## config.mk

```make
export PLATFORM = sky130hd
export DESIGN_NAME = spi_slave
export DESIGN_NICKNAME = d
export VERILOG_FILES = /design/src/rtl/spi_slave.sv
export SDC_FILE = /design/constraint.sdc
export NUM_CORES = 1
export LEC_CHECK = 0
export BUFFER_PORTS_ARGS = -buffer_cell sky130_fd_sc_hd__buf_4
export CAP_MARGIN = 25
export CORE_MARGIN = 2
export CORE_UTILIZATION = 41
export CTS_CLUSTER_SIZE = 8
export DETAILED_ROUTE_END_ITERATION = 12
export GPL_ROUTABILITY_DRIVEN = 0
export GPL_TIMING_DRIVEN = 1
export HOLD_SLACK_MARGIN = 0.06
export PLACE_DENSITY = 0.7
export SLEW_MARGIN = 15
export SYNTH_ARGS = -nofsm -noshare
export SYNTH_HDL_FRONTEND = slang
export SYNTH_SLANG_ARGS = --single-unit
```

## constraint.sdc

```tcl
create_clock -name clk -period 2.84 [get_ports clk]
set_clock_uncertainty 0.2 [all_clocks]
set_input_delay 0.284 -clock clk [delete_from_list [all_inputs] [get_ports clk]]
set_output_delay 0.284 -clock clk [all_outputs]
set_load 0.05 [all_outputs]
```

## src/rtl/spi_slave.sv

```systemverilog
// SPI slave front-end: deserialises 10-bit command frames for the RAM and serialises read data back on MISO.
// Optional frame_err abort strobe is built only when SPI_FRAME_ERR_EN is defined.
module spi_slave #(
    parameter int ADDR_SIZE = 8
) (
    input  logic                 clk,
    input  logic                 rst_n,
    input  logic                 SS_n,
    input  logic                 MOSI,
    output logic                 MISO,
    output logic [ADDR_SIZE+1:0] rx_data,
    output logic                 rx_valid,
    input  logic [ADDR_SIZE-1:0] tx_data,
    input  logic                 tx_valid
`ifdef SPI_FRAME_ERR_EN
    ,
    output logic                 frame_err
`endif
);

    localparam int CW    = ADDR_SIZE + 2;
    localparam int CNT_W = $clog2(CW + 1);
    localparam int TX_W  = $clog2(ADDR_SIZE + 1);

    typedef enum logic [2:0] {IDLE, CHK_CMD, WRITE, READ_ADD, READ_DATA} state_t;

    state_t                state;
    logic [CW-1:0]         shift_reg;
    logic [CNT_W-1:0]      bit_cnt;
    logic                  rx_done;
    logic                  rd_addr_seen;
    logic [ADDR_SIZE-1:0]  tx_shift;
    logic [TX_W-1:0]       tx_cnt;
    logic                  tx_busy;
    logic                  tx_done;

    logic last_bit;
    logic byte_done;
    logic frame_ok;

    // last_bit: this edge samples the final command-word bit.
    // byte_done: the LSB has already been on MISO for a full cycle.
    assign last_bit  = (state == WRITE || state == READ_ADD || state == READ_DATA)
                       && !rx_done && (bit_cnt == CNT_W'(CW - 1));
    assign byte_done = tx_busy && (tx_cnt == TX_W'(ADDR_SIZE));
    assign frame_ok  = last_bit ? (state != READ_DATA)
                                : (rx_done && (state != READ_DATA || tx_done || byte_done));

    always_ff @(posedge clk) begin
        if (!rst_n) begin
            state        <= IDLE;
            shift_reg    <= '0;
            bit_cnt      <= '0;
            rx_done      <= 1'b0;
            rd_addr_seen <= 1'b0;
            tx_shift     <= '0;
            tx_cnt       <= '0;
            tx_busy      <= 1'b0;
            tx_done      <= 1'b0;
            MISO         <= 1'b0;
            rx_data      <= '0;
            rx_valid     <= 1'b0;
`ifdef SPI_FRAME_ERR_EN
            frame_err    <= 1'b0;
`endif
        end else begin
            rx_valid <= 1'b0;
`ifdef SPI_FRAME_ERR_EN
            frame_err <= 1'b0;
`endif
            if (state == IDLE) begin
                bit_cnt <= '0;
                rx_done <= 1'b0;
                tx_busy <= 1'b0;
                tx_done <= 1'b0;
                MISO    <= 1'b0;
                if (!SS_n)
                    state <= CHK_CMD;
            end else if (SS_n) begin
                // A final bit sampled together with SS_n rising still completes the frame.
                state   <= IDLE;
                bit_cnt <= '0;
                tx_busy <= 1'b0;
                MISO    <= 1'b0;
                if (last_bit) begin
                    rx_data  <= {shift_reg[CW-2:0], MOSI};
                    rx_valid <= 1'b1;
                    if (state == READ_ADD)
                        rd_addr_seen <= 1'b1;
                end
                if (byte_done)
                    rd_addr_seen <= 1'b0;
`ifdef SPI_FRAME_ERR_EN
                frame_err <= !frame_ok;
`endif
            end else begin
                case (state)
                    CHK_CMD: begin
                        shift_reg <= {shift_reg[CW-2:0], MOSI};
                        bit_cnt   <= CNT_W'(1);
                        if (!MOSI)
                            state <= WRITE;
                        else if (rd_addr_seen)
                            state <= READ_DATA;
                        else
                            state <= READ_ADD;
                    end
                    default: begin
                        if (!rx_done) begin
                            shift_reg <= {shift_reg[CW-2:0], MOSI};
                            bit_cnt   <= bit_cnt + 1'b1;
                            if (last_bit) begin
                                rx_data  <= {shift_reg[CW-2:0], MOSI};
                                rx_valid <= 1'b1;
                                rx_done  <= 1'b1;
                                if (state == READ_ADD)
                                    rd_addr_seen <= 1'b1;
                            end
                        end else if (state == READ_DATA && !tx_done) begin
                            if (!tx_busy) begin
                                if (tx_valid) begin
                                    MISO     <= tx_data[ADDR_SIZE-1];
                                    tx_shift <= {tx_data[ADDR_SIZE-2:0], 1'b0};
                                    tx_cnt   <= TX_W'(1);
                                    tx_busy  <= 1'b1;
                                end
                            end else if (byte_done) begin
                                MISO         <= 1'b0;
                                tx_busy      <= 1'b0;
                                tx_done      <= 1'b1;
                                rd_addr_seen <= 1'b0;
                            end else begin
                                MISO     <= tx_shift[ADDR_SIZE-1];
                                tx_shift <= {tx_shift[ADDR_SIZE-2:0], 1'b0};
                                tx_cnt   <= tx_cnt + 1'b1;
                            end
                        end
                    end
                endcase
            end
        end
    end

    logic unused_frame_ok;
    assign unused_frame_ok = frame_ok;

endmodule

```

Yosys cells after proc, flatten, opt, wreduce, memory -nomap -nowiden
Cells that the tools add are included.
{"block": "classes", "n_addsub": 2, "reduce_logical": 23, "eq_ne": 14, "mux": 40, "bitwise": 4}
{"operator": "$mux W10", "count": 4}
{"operator": "$mux W8", "count": 3}
{"operator": "$mux W1", "count": 22}
{"operator": "$mux W3", "count": 6}
{"operator": "$mux W9", "count": 2}
{"operator": "$mux W4", "count": 3}
{"operator": "$ne A3 B2 Y1 const B", "count": 3}
{"operator": "$reduce_and A3 Y1", "count": 3}
{"operator": "$add A4 B1 Y4 const B", "count": 2}
{"operator": "$eq A4 B4 Y1 const B", "count": 2}
{"operator": "$ne A2 B2 Y1 const B", "count": 4}
{"operator": "$reduce_and A7 Y1", "count": 1}
{"operator": "$eq A3 B2 Y1 const B", "count": 2}
{"operator": "$reduce_and A6 Y1", "count": 1}
{"operator": "$reduce_and A5 Y1", "count": 1}
{"operator": "$logic_and A1 B1 Y1", "count": 4}
{"operator": "$not A1 Y1", "count": 4}
{"operator": "$reduce_and A2 Y1", "count": 2}
{"operator": "$reduce_and A4 Y1", "count": 1}
{"operator": "$reduce_or A4 Y1", "count": 1}
{"operator": "$eq A3 B1 Y1 const B", "count": 1}
{"operator": "$eq A3 B3 Y1 const B", "count": 1}
{"operator": "$logic_not A3 Y1", "count": 1}
{"operator": "$reduce_bool A3 Y1", "count": 1}
{"operator": "other kinds (6)", "count": 8}
{"block": "word_totals", "out_inout_bits": 12, "inputBits": 13, "register_bits": 44, "wordCells": 96}

Longest topological paths before layout
{"block": "depth", "depth_word": 9, "ltp_mapped": 7, "mapped_depth_nobuf": 6}

Worst setup path after synthesis
Ideal clock, no wire load.
{"block": "synth_path", "path_kind": "reg-to-reg", "start": "reg state[0]", "end": "reg tx_cnt[3]", "arrival_time_ps": 1697, "n_path_buf": 2, "t_required_ps": 2507, "path_stages_with_launch": 7, "period_less_slack_ps": 2030, "setup_time_ps": 133, "slack_ps": 810, "path_cell_list": "dfxtp_1 > buf_6 > or4b_4 > nor4_4 > buf_6 > mux2i_1 > a21oi_1"}
{"block": "synth_between", "elab_chain_len": 3, "elab_cells_between_ends": 7, "cone_classes": "eq/ne (2); bitwise (2); reduce/logical (3)"}
{"item": "start: declaration", "line_no": "27", "text": "state_t state;"}
{"item": "start signal: assignment", "line_no": "51", "text": "state <= IDLE;"}
{"item": "start signal: assignment", "line_no": "78", "text": "state <= CHK_CMD;"}
{"item": "start signal: assignment", "line_no": "81", "text": "state <= IDLE;"}
{"item": "$eq A3 B3 Y1, or another cell as far along", "line_no": "119", "text": "end else if (state == READ_DATA && !tx_done) begin"}
{"item": "$logic_and A1 B1 Y1 or $not A1 Y1 (tied branches)"}
{"item": "$reduce_and A7 Y1 (no line) (*)"}
{"item": "end signal: assignment", "line_no": "135", "text": "tx_cnt <= tx_cnt + 1'b1;"}
{"item": "end: declaration", "line_no": "33", "text": "logic [TX_W-1:0] tx_cnt;"}
Mark *: on every way between the ends. The rest lies on a longest branch, timed or not.
A chain may end at the register's enable or synchronous reset.

Final worst setup path
{"block": "layout_path", "start": "reg state[2]", "end": "reg tx_cnt[3]"}
The elaborated chain is that of the path after synthesis.

==> out/qor.yml <==
status: "finished, final reports clean"
diodes: 0
largest_reg_flops: 10
fin_nets: 237
post-route-period-util: 0.815
numPortBuffers: 24
grt_pass1_vias: 1281
clock_path_buffers: 2
htreeDepth: 2
die_y_um: 71.5
core-area_um2: 4350
cap_violations: 0
synthFlopType: "dfxtp_1"
ys_warn_count: 0
holdPathStages: 3
grt_max_degree: 32
max_freq_mhz: 432
drc: 0
area_growth_pct: 16.8
finalMaxSlewViolations: 0
initial_core_util: 0.428
cp_max_fo: 20
hold_buffers: 0
fin_util: 0.500
place_ws_ps: 590
finalSetupTns_ps: 0
drive_above_1_share: 0.181
postLayoutSetupSlackWorst_ps: 524
cts_buffers: 5
ant_nets: 0
dieWidth_um: 71.5
min_path_type: "input pin to flop"
vias_per_cell: 5.07
track_usage: 0.143
power.density_nw_per_um2: 496
rows: 24
cts-root-buf: "clkbuf_8"
worst_pin_slew_ps: 620
synth_area_per_cell_um2: 9.47
ctsResizeCount: 0
synth_area_um2: 1870
cts_tree: "built"
rsz0062_at_grt: "no"
async_flop_share: 0
clk_pin_slew_ps: 80
syn_inst: 197
setup_violations: 0
die_area_um2: 5110
fin_crit_ps: 2320
antenna_found_initial: 0
leakage_nw: 0.876
crit_path_start_kind: "flop"
synth_edf_count: 0
reg2reg_slack_ps: 520
synth_cell_types: 36
hold_viol_final: 0
first_pass_iters: 6
required_ps: 2810
seq_area_frac_synth: 0.461
ys_ff_latch: 43
clkSinkCount: 43
endpoint_kind: "flop"
wl_per_cell_um: 12.3
crit_type: "flop to flop"
grt-ovfl-total: 0
ir_worst_vdd_mv: 0.297
clk_latency_ps: 290
dpl.hpwl_mm: 2.28
grt_pass1_wl_mm: 5.77
dr.first_iter.drc_count: 115
ios: 25
rr_worst_depth: 5
maxSlewHeadroom: 0.583
cp.arrival_ps: 2290
post-cts-setup-buffers: 0
wl_mm: 3.36
vias: 1384
syn_nets: 214
## critical path, stage by stage, from the launching register on
cell	delay, ps
dfxtp_1	580
or4b_4	570
nor4_4	290
buf_4	270
mux2i_1	200
a21oi_1	80
## Yosys cell counts (2+ instances only)
| master | instances | area, um^2 |
|---|---|---|
| clkbuf_1 | 8 | 30.0 |
| buf_2 | 2 | 10.0 |
| o31ai_1 | 2 | 15.0 |
| a211oi_1 | 6 | 45.0 |
| nand2_1 | 3 | 11.3 |
| buf_6 | 3 | 33.8 |
| nor2_1 | 37 | 139 |
| inv_1 | 8 | 30.0 |
| dfxtp_1 | 43 | 861 |
| xnor2_1 | 2 | 17.5 |
| a21oi_1 | 9 | 45.0 |
| nand3_1 | 4 | 20.0 |
| o22ai_1 | 2 | 12.5 |
| nor3_1 | 2 | 10.0 |
| o21bai_1 | 2 | 15.0 |
| o21ai_0 | 7 | 35.0 |
| nor2b_1 | 5 | 31.3 |
| nor3b_1 | 3 | 22.5 |
| ha_1 | 4 | 50.1 |
| nand2b_1 | 3 | 18.8 |
| mux2i_1 | 27 | 270 |
## cells by family (layout without fill, tap and decap cells)
logic type / after synthesis / after routing / synth area share
flip-flops: 43 / 43 / 0.461
XOR/XNOR: 3 / 3 / 0.0141
adder cells (fa/ha/maj): 4 / 4 / 0.0268
AO/OA/AOI/OAI: 36 / 36 / 0.124
AND/OR/NAND/NOR: 63 / 63 / 0.173
buffers and inverters: 21 / 45 / 0.0557
multiplexers: 27 / 27 / 0.145
## routing by layer
layer,up-vias,track usage,share of wire
li1,735,-,-
met1,622,0.186,0.51
met2,21,0.216,0.43
met3,6,0.0478,0.043
met4,0,0.0629,0.018
met5,-,0,0
## path summary, 6_finish.rpt
path,from,end
worst max register to register,state[2],tx_cnt[3]
worst min-delay path,MOSI,rx_data[0]
worst min register to register,rx_data[4],rx_data[4]
worst max-delay path,state[2],tx_cnt[3]
## report_power, final
part / internal (W) / leakage [nW] / switching (W) / total (W)
Sequential: 0.000605 / 0.347 / 0.00000549 / 0.000610
Combinational: 0.0000240 / 0.479 / 0.0000235 / 0.0000475
Clock: 0.000221 / 0.0505 / 0.000201 / 0.000423
Total: 0.000850 / 0.876 / 0.000230 / 0.00108
## layout by cell type, fill, tap and decap left out, types with 3 or more instances in the layout
master    netlist  final
nand3_1         4      4
inv_1           8      8
buf_4           0     29
ha_1            4      4
nand2_1         3      3
dfxtp_1        43     43
a211oi_1        6      6
nor3b_1         3      3
clkbuf_8        0      7
nor2_1         37     37
a21oi_1         9      9
o21ai_0         7      7
nor2b_1         5      5
mux2i_1        27     27
nand2b_1        3      3
## layout make-up
| type | instances | area (um^2) |
|---|---|---|
| clock buffer | 7 | 96.3 |
| clock inverter | 1 | 7.51 |
| fill | 404 | 2180 |
| inverter | 8 | 30.0 |
| multi-input combinational | 133 | 901 |
| sequential | 43 | 861 |
| tap | 52 | 65.1 |
| timing repair buffer | 29 | 218 |
## metrics by stage
| stage | power [W] | hold WS, ps | cells | cell area, um^2 |
|---|---|---|---|---|
| after floorplan | 0.000652 | 222 | 197 | 1870 |
| after global placement | 0.000672 | 272 | 265 | 2070 |
| after detailed placement | 0.000672 | 289 | 265 | 2070 |
| after CTS | 0.00109 | 65.4 | 273 | 2180 |
| after global routing | 0.00112 | 72.4 | 273 | 2180 |
| final | 0.00108 | 74.3 | 273 | 2180 |
Power figures use the tool's default switching activity.
